<file path="config.mk">
export PLATFORM = sky130hd
export DESIGN_NAME = mips_mc_ctrl
export DESIGN_NICKNAME = d
export VERILOG_FILES = /design/src/rtl/mips_mc_ctrl.sv
export SDC_FILE = /design/constraint.sdc
export NUM_CORES = 1
export LEC_CHECK = 0
export CORE_MARGIN = 1.5
export CORE_UTILIZATION = 50
export CTS_BUF_LIST = sky130_fd_sc_hd__clkbuf_16
export DETAILED_ROUTE_END_ITERATION = 8
export PLACE_DENSITY_LB_ADDON = 0.08
export SLEW_MARGIN = 20
export SYNTH_ARGS = -nofsm -noshare
export SYNTH_HDL_FRONTEND = slang
export SYNTH_SLANG_ARGS = --single-unit
</file>
<file path="constraint.sdc">
create_clock -name clk -period 4.1 [get_ports clk]
set_input_delay 0.41 -clock clk [delete_from_list [all_inputs] [get_ports clk]]
set_output_delay 0.41 -clock clk [all_outputs]
set_load 0.01 [all_outputs]
</file>
<file path="src/rtl/mips_mc_ctrl.sv">
// Multi-cycle control FSM for the 16-bit MIPS datapath: sequences FETCH/DECODE/EXEC/MEM/WB,
// drives datapath mux selects and strobes, and faults on a stalled memory handshake.
module mips_mc_ctrl #(
    parameter int MEM_TIMEOUT = 15,
    parameter int OPW         = 4
) (
    input  logic           clk,
    input  logic           rst_n,
    input  logic           start,
    input  logic [OPW-1:0] opcode,
    input  logic           zero,
    input  logic           mem_ready,
    output logic           pc_write,
    output logic           ir_write,
    output logic           reg_write,
    output logic           mem_read,
    output logic           mem_write,
    output logic           alu_src_a,
    output logic [1:0]     alu_src_b,
    output logic [1:0]     alu_op,
    output logic           reg_dst,
    output logic           mem_to_reg,
    output logic [1:0]     pc_src,
    output logic           busy,
    output logic           halted,
    output logic           fault
);

    localparam logic [OPW-1:0] OP_R    = OPW'(4'h0);
    localparam logic [OPW-1:0] OP_ADDI = OPW'(4'h1);
    localparam logic [OPW-1:0] OP_LW   = OPW'(4'h2);
    localparam logic [OPW-1:0] OP_SW   = OPW'(4'h3);
    localparam logic [OPW-1:0] OP_BEQ  = OPW'(4'h4);
    localparam logic [OPW-1:0] OP_J    = OPW'(4'h5);
    localparam logic [OPW-1:0] OP_HALT = OPW'(4'hF);

    localparam int CW = (MEM_TIMEOUT > 1) ? $clog2(MEM_TIMEOUT) : 1;
    localparam logic [CW-1:0] CNT_LAST = CW'((MEM_TIMEOUT > 0) ? MEM_TIMEOUT - 1 : 0);

    typedef enum logic [2:0] {
        S_IDLE   = 3'd0,
        S_FETCH  = 3'd1,
        S_DECODE = 3'd2,
        S_EXEC   = 3'd3,
        S_MEM    = 3'd4,
        S_WB     = 3'd5,
        S_HALTED = 3'd6,
        S_FAULT  = 3'd7
    } state_t;

    state_t          state, state_nxt;
    logic [OPW-1:0]  op_q;
    logic [CW-1:0]   wait_cnt;
    logic            mem_wait;
    logic            timed_out;

    // Cycles spent stalled on memory; the last allowed cycle still accepts mem_ready.
    assign mem_wait  = ((state == S_FETCH) || (state == S_MEM)) && !mem_ready;
    assign timed_out = (MEM_TIMEOUT != 0) && mem_wait && (wait_cnt == CNT_LAST);

    always_ff @(posedge clk or negedge rst_n) begin
        if (!rst_n) begin
            state    <= S_IDLE;
            op_q     <= '0;
            wait_cnt <= '0;
        end else begin
            state <= state_nxt;
            if (state == S_DECODE)
                op_q <= opcode;
            if (state_nxt != state)
                wait_cnt <= '0;
            else if (mem_wait)
                wait_cnt <= wait_cnt + 1'b1;
        end
    end

    always_comb begin
        state_nxt = state;
        case (state)
            S_IDLE:   if (start) state_nxt = S_FETCH;
            S_FETCH: begin
                if (mem_ready)      state_nxt = S_DECODE;
                else if (timed_out) state_nxt = S_FAULT;
            end
            S_DECODE: begin
                case (opcode)
                    OP_HALT:                                   state_nxt = S_HALTED;
                    OP_R, OP_ADDI, OP_LW, OP_SW, OP_BEQ:       state_nxt = S_EXEC;
                    default:                                   state_nxt = S_FETCH;
                endcase
            end
            S_EXEC: begin
                case (op_q)
                    OP_R, OP_ADDI: state_nxt = S_WB;
                    OP_LW, OP_SW:  state_nxt = S_MEM;
                    default:       state_nxt = S_FETCH;
                endcase
            end
            S_MEM: begin
                if (mem_ready)      state_nxt = (op_q == OP_LW) ? S_WB : S_FETCH;
                else if (timed_out) state_nxt = S_FAULT;
            end
            S_WB:     state_nxt = S_FETCH;
            S_HALTED: state_nxt = S_HALTED;
            S_FAULT:  state_nxt = S_FAULT;
            default:  state_nxt = S_IDLE;
        endcase
    end

    // DECODE reads the live opcode because op_q is only loaded on leaving it.
    always_comb begin
        pc_write   = 1'b0;
        ir_write   = 1'b0;
        reg_write  = 1'b0;
        mem_read   = 1'b0;
        mem_write  = 1'b0;
        alu_src_a  = 1'b0;
        alu_src_b  = 2'b00;
        alu_op     = 2'b00;
        reg_dst    = 1'b0;
        mem_to_reg = 1'b0;
        pc_src     = 2'b00;
        busy       = 1'b0;
        halted     = 1'b0;
        fault      = 1'b0;
        case (state)
            S_FETCH: begin
                busy      = 1'b1;
                mem_read  = 1'b1;
                alu_src_b = 2'b01;
                ir_write  = mem_ready;
                pc_write  = mem_ready;
            end
            S_DECODE: begin
                busy      = 1'b1;
                alu_src_b = 2'b11;
                if (opcode == OP_J) begin
                    pc_write = 1'b1;
                    pc_src   = 2'b10;
                end
            end
            S_EXEC: begin
                busy = 1'b1;
                case (op_q)
                    OP_R: begin
                        alu_src_a = 1'b1;
                        alu_op    = 2'b10;
                    end
                    OP_ADDI, OP_LW, OP_SW: begin
                        alu_src_a = 1'b1;
                        alu_src_b = 2'b10;
                    end
                    OP_BEQ: begin
                        alu_src_a = 1'b1;
                        alu_op    = 2'b01;
                        pc_src    = 2'b01;
                        pc_write  = zero;
                    end
                    default: ;
                endcase
            end
            S_MEM: begin
                busy      = 1'b1;
                mem_read  = (op_q == OP_LW);
                mem_write = (op_q == OP_SW);
            end
            S_WB: begin
                busy       = 1'b1;
                reg_write  = 1'b1;
                reg_dst    = (op_q == OP_R);
                mem_to_reg = (op_q == OP_LW);
            end
            S_HALTED: halted = 1'b1;
            S_FAULT:  fault  = 1'b1;
            default: ;
        endcase
    end

endmodule

</file>
==> flow_summary.json, run 1 <==
{
  "wirelength_met1_mm": 1.01,
  "cts_sinks": 11,
  "yosys.area.top_type": "dfrtp_1",
  "ctsResizeCount": 0,
  "hpwl_mm": 1.61,
  "slew_headroom": 0.576,
  "yosysUniqueCellTypes": 42,
  "gp_congestion": 0.786,
  "overflow": 0,
  "hp-class": "in2async",
  "coreArea_mm2": 0.00171,
  "crit_path_max_fanout": 15,
  "drive_gt1_frac": 0.135,
  "min_period_ps": 2680,
  "cp-start-kind": "register",
  "die_area_mm2": 0.00207,
  "die_h_um": 45.4,
  "drc_errors": 0,
  "synth_mux_area_frac": 0.0611,
  "avgSynthCellArea_um2": 8.83,
  "nets": 138,
  "vias_per_cell": 5.80,
  "synthXorXnorAreaFrac": 0.0486,
  "fin_util": 0.722,
  "report.final.slew_viol_count": 0,
  "grt_max_degree": 21,
  "pin_count": 26,
  "holdBufCountCts": 0,
  "end_kind": "primary output",
  "drv_cap": 0,
  "setup_ws_ps": 1420,
  "hold_ws_ps": 506,
  "portBuffers": 25,
  "synth_ff_type": "dfrtp_1",
  "clock_latency_ps": 240,
  "rsz0062_at_grt": "no",
  "outcome": "finished, final reports clean",
  "cts_max_level": 1,
  "syn-num-nets": 113,
  "post-place-ws_ps": 1680,
  "synth_edf_count": 0,
  "fillers": 138,
  "wl_met2_um": 931,
  "post-route-period-util": 0.654,
  "synth_most_common_cell": "nor2_1",
  "post_synth_fa_ha_maj_area_fraction": 0.0278,
  "area_growth_pct": 36.8,
  "fmax_mhz": 373,
  "critical_path_required_ps": 3690,
  "wl_mm": 2.10,
  "cts_made_buffers": 3,
  "yosys.area_share.simple": 0.351,
  "first_pass_iters": 4,
  "power_mw": 0.857,
  "synthTopCellsByArea": "dfrtp_1 31%, mux2_2 5.0%, nor2_1 5.0%",
  "yosys_warnings": 0,
  "cts_root_buf": "clkbuf_16",
  "antenna_cells": 0,
  "path_clk_slew_ps": 40,
  "grt_usage": 0.240,
  "leakage_nw": 0.495,
  "syn-cell-area_um2": 901,
  "r2r-end": "wait_cnt[0]",
  "cts_setup_buffers": 0,
  "ys_seq_area_frac": 0.306,
  "route.met3.wl_um": 111,
  "reg2reg_from": "state[1]",
  "highest_layer": "met4",
  "worst_pin_slew_ps": 636,
  "fin_skew_ps": 2.51,
  "critPathArrivalTime_ps": 2270,
  "synth_compound_area_frac": 0.153,
  "synth-seq-cells": 11,
  "hold_viol_final": 0,
  "setup_viol": 0,
  "synthTopCellsByCount": "12 x nor2_1, 11 x dfrtp_1, 6 x nand2_1",
  "cts_tree": "done",
  "critPathKind": "reg2out",
  "initialDrtViolationCount": 14,
  "start_util": 0.527,
  "grt_pass1_wl_mm": 3.57,
  "synth_top_family_by_area": "simple AND/OR/NAND/NOR gates",
  "grt_antenna_before_repair": 0,
  "p_per_area_mw_per_mm2": 696,
  "tns_ps": 0,
  "yosysTopAreaCellShare": 0.306,
  "rows": 15,
  "vias": 876,
  "die_w_um": 45.4,
  "ant_nets": 0,
  "grt_pass1_vias": 776,
  "syn-instance-count": 102,
  "synth_async_sr_flop_share": 1.00,
  "clk_path_buf_depth": 2,
  "routedWlPerCell_um": 13.9,
  "rrSetupSlack_ps": 2240,
  "rr_worst_depth": 4,
  "ir_drop_uv": 721
}
critical path, cell delays in order, from the launching register on:
cell	delay [ps]
dfrtp_1	620
nor2b_1	320
nand2_1	100
and4bb_2	340
a211o_1	120
clkdlybuf4s50_1	520
report_power, final:
| group | total, mW | internal, mW | leakage, nW | switching, mW |
|---|---|---|---|---|
| combinational | 0.428 | 0.219 | 0.315 | 0.208 |
| clock | 0.173 | 0.128 | 0.0423 | 0.0455 |
| sequential | 0.256 | 0.148 | 0.137 | 0.108 |
| total | 0.857 | 0.496 | 0.495 | 0.362 |
worst max-delay path by stage:
stage | slack (ps) | end | cells past startpoint | start
finish | 1420 | pc_write | 5 | state[0]
global route | 1280 | alu_src_a | 5 | state[0]
CTS | 1430 | pc_write | 5 | state[0]
detailed placement | 1680 | pc_write | 5 | mem_ready
global placement | 1670 | pc_write | 5 | mem_ready
floorplan | 2310 | pc_write | 5 | state[2]
logic make-up (layout without fill, tap and decap cells):
group                    count (synthesis)  after routing
adder cells (fa/ha/maj)                  2              2
AO/OA/AOI/OAI                           20             20
AND/OR/NAND/NOR                         49             49
buffers and inverters                   10             34
flip-flops                              11             11
XOR/XNOR                                 5              5
multiplexers                             5              5
sequential cells by signal, summed over array words and instances (netlist names):
name	flops
op_q	4
state	3
wait_cnt	4
layout make-up:
cell class | count | area, um2 | area share
Clock inverter | 1 | 3.75 | 0.00305
Inverter | 5 | 18.8 | 0.0152
Clock buffer | 3 | 75.1 | 0.0609
Timing Repair Buffer | 25 | 250 | 0.203
Multi-Input combinational cell | 81 | 578 | 0.469
Tap cell | 25 | 31.3 | 0.0254
Sequential cell | 11 | 275 | 0.223
stage by stage:
stage,cell area [um2],std cells
2_1_floorplan,901,102
3_3_place_gp,1150,147
3_5_place_dp,1150,147
4_1_cts,1230,151
5_1_grt,1230,151
6_report,1230,151
layer usage:
metal | up-vias | track usage
li1 | 424 | -
met1 | 414 | 0.367
met2 | 31 | 0.332
met3 | 7 | 0.0397
met4 | 0 | 0.100
met5 | - | 0
placed cells by master (no fill, tap or decap), drive strengths merged:
cell and count:
clkbuf 3, nand3b 1, o21ai 3, and3 1, or2 2, nor2 13, o211a 1, nor2b 1
a31oi 2, nand2 6, a221oi 3, a211oi 1, nor4 6, o22ai 1, a211o 2, a31o 1
inv 6, dfrtp 11, clkdlybuf4s50 25, o32ai 1, nor4b 2, nor4bb 1, a21oi 5, xnor2 5
and4 1, mux2i 1, and4bb 1, ha 2, and4b 1, nand2b 5, nand4 1, mux2 4
nor3 3, nand3 2, and2 2
Note: power is estimated with default switching activity, not from simulation.
==> run 2, diff against run 1 <==
Settings changed: CORE_UTILIZATION 50 to 46.
Clock period 4.1 ns to 2.5 ns, I/O delays scaled along.
==> run 2 against run 1 <==
Power up 70%; non-clock buffer count up 4; clock power up 62%; via count up 1.7%; hold slack worse by 170 ps; critical path type unchanged; largest power group unchanged.
==> flow_summary.json, run 2 (synthesis results as in run 1) <==
{
  "hpwl_mm": 1.69,
  "grt_antenna_before_repair": 0,
  "fin_util": 0.711,
  "worst_pin_slew_ps": 535,
  "fin_skew_ps": 1.21,
  "crit_path_max_fanout": 12,
  "grt_max_degree": 14,
  "drc_errors": 0,
  "rows": 15,
  "gp_congestion": 0.823,
  "hp-class": "in2async",
  "cts_max_level": 1,
  "rsz0062_at_grt": "no",
  "hold_viol_final": 0,
  "wl_mm": 2.22,
  "cp-start-kind": "register",
  "start_util": 0.505,
  "critPathKind": "reg2out",
  "antenna_cells": 0,
  "slew_headroom": 0.642,
  "holdBufCountCts": 0,
  "grtUsageMet3": 0.0500,
  "clk_path_buf_depth": 2,
  "met1_usage": 0.340,
  "grt_pass1_vias": 755,
  "vias": 891,
  "end_kind": "primary output",
  "die_h_um": 47.3,
  "first_pass_iters": 4,
  "die_w_um": 47.3,
  "min_period_ps": 2410,
  "grt_usage": 0.223,
  "cts_made_buffers": 3,
  "vias_per_cell": 5.75,
  "critPathArrivalTime_ps": 2160,
  "post-route-period-util": 0.963,
  "coreArea_mm2": 0.00178,
  "ctsResizeCount": 0,
  "drv_cap": 0,
  "overflow": 0,
  "setup_viol": 0,
  "seq_area_um2": 275,
  "largestRegisters": "op_q: 4 flops, wait_cnt: 4 flops, state: 3 flops",
  "fmax_mhz": 415,
  "top_usage_layer": "met1",
  "cts_setup_buffers": 0,
  "path_clk_slew_ps": 40,
  "routedWlPerCell_um": 14.3,
  "cts_tree": "done",
  "critical_path_required_ps": 2250,
  "cts_sinks": 11,
  "multi_input_area_um2": 583,
  "mostFrequentLayoutCells": "25 x clkdlybuf4s50_1, 12 x nor2_1, 11 x dfrtp_1, 6 x nand2_1",
  "p_per_area_mw_per_mm2": 1150,
  "portBuffers": 25,
  "fillers": 152,
  "cts_root_buf": "clkbuf_16",
  "die_area_mm2": 0.00223,
  "layout_commonest_cell": "clkdlybuf4s50_1",
  "pin_count": 26,
  "outcome": "finished, final reports clean",
  "rrSetupSlack_ps": 610,
  "drive_gt1_frac": 0.162,
  "ir_drop_uv": 970,
  "area_growth_pct": 40.7,
  "report.final.slew_viol_count": 0,
  "tns_ps": 0,
  "clock_latency_ps": 230,
  "grt_pass1_wl_mm": 3.44,
  "initialDrtViolationCount": 37,
  "ant_nets": 0,
  "use_met2": 0.289,
  "leakage_nw": 0.515,
  "nets": 142
}
==> run 2: cell count changes in the layout (fill, tap and decap cells not counted), sizes merged <==
cell	before	now
buf	0	4
==> run 2: routing by layer <==
| layer | routed length (um) | share of wire | vias up |
|---|---|---|---|
| met3 | 124 | 0.056 | 6 |
| met4 | 36 | 0.016 | 0 |
| met2 | 1000 | 0.45 | 36 |
| li1 | - | - | 429 |
| met5 | 0 | 0 | - |
| met1 | 1060 | 0.48 | 420 |
==> run 2: critical path, cell delays in order, from the launching register on <==
cell	delay [ps]
dfrtp_1	520
nor2b_1	310
nand2_1	110
and4bb_2	340
a211o_1	120
clkdlybuf4s50_1	530
==> run 2: final cells by class <==
| class | instances | area share |
|---|---|---|
| timing repair buffer | 29 | 0.221 |
| clock buffer | 3 | 0.0592 |
| clock inverter | 1 | 0.00296 |
| inverter | 5 | 0.0148 |
| sequential | 11 | 0.217 |
| multi-input combinational | 81 | 0.460 |
| tap | 25 | 0.0247 |
==> run 2: report_power, final <==
part | total [mW] | leakage (nW) | internal [mW] | switching [mW]
combinational | 0.781 | 0.336 | 0.393 | 0.387
clock | 0.280 | 0.0423 | 0.209 | 0.0705
sequential | 0.394 | 0.137 | 0.244 | 0.149
total | 1.45 | 0.515 | 0.847 | 0.607
==> run 2: stage by stage <==
stage | power, mW | instances | cell area [um2] | worst slack (ps) | hold slack, ps
floorplan | 0.867 | 102 | 901 | 873 | -45.6
global placement | 1.14 | 151 | 1180 | 410 | 576
detailed placement | 1.15 | 151 | 1180 | 381 | 582
CTS | 1.45 | 155 | 1260 | 116 | 346
global route | 1.56 | 155 | 1270 | 11.2 | 387
finish | 1.45 | 155 | 1270 | 91.7 | 338
==> run 2: worst paths after layout <==
path | depth (start not counted) | start | end
worst max-delay path | 5 | state[2] | pc_write
worst min-delay path | 1 | rst_n | state[2]
worst max register to register | 5 | state[1] | wait_cnt[0]
worst min register to register | 2 | wait_cnt[3] | wait_cnt[3]
max in group asynchronous | 1 | rst_n | state[1]
min in group clk | 2 | wait_cnt[3] | wait_cnt[3]
==> run 3, diff against run 2 <==
Settings changed: CAP_MARGIN set to 20.
==> results of run 3 <==
The final DEF is identical to that of run 2; final timing and power are the same.
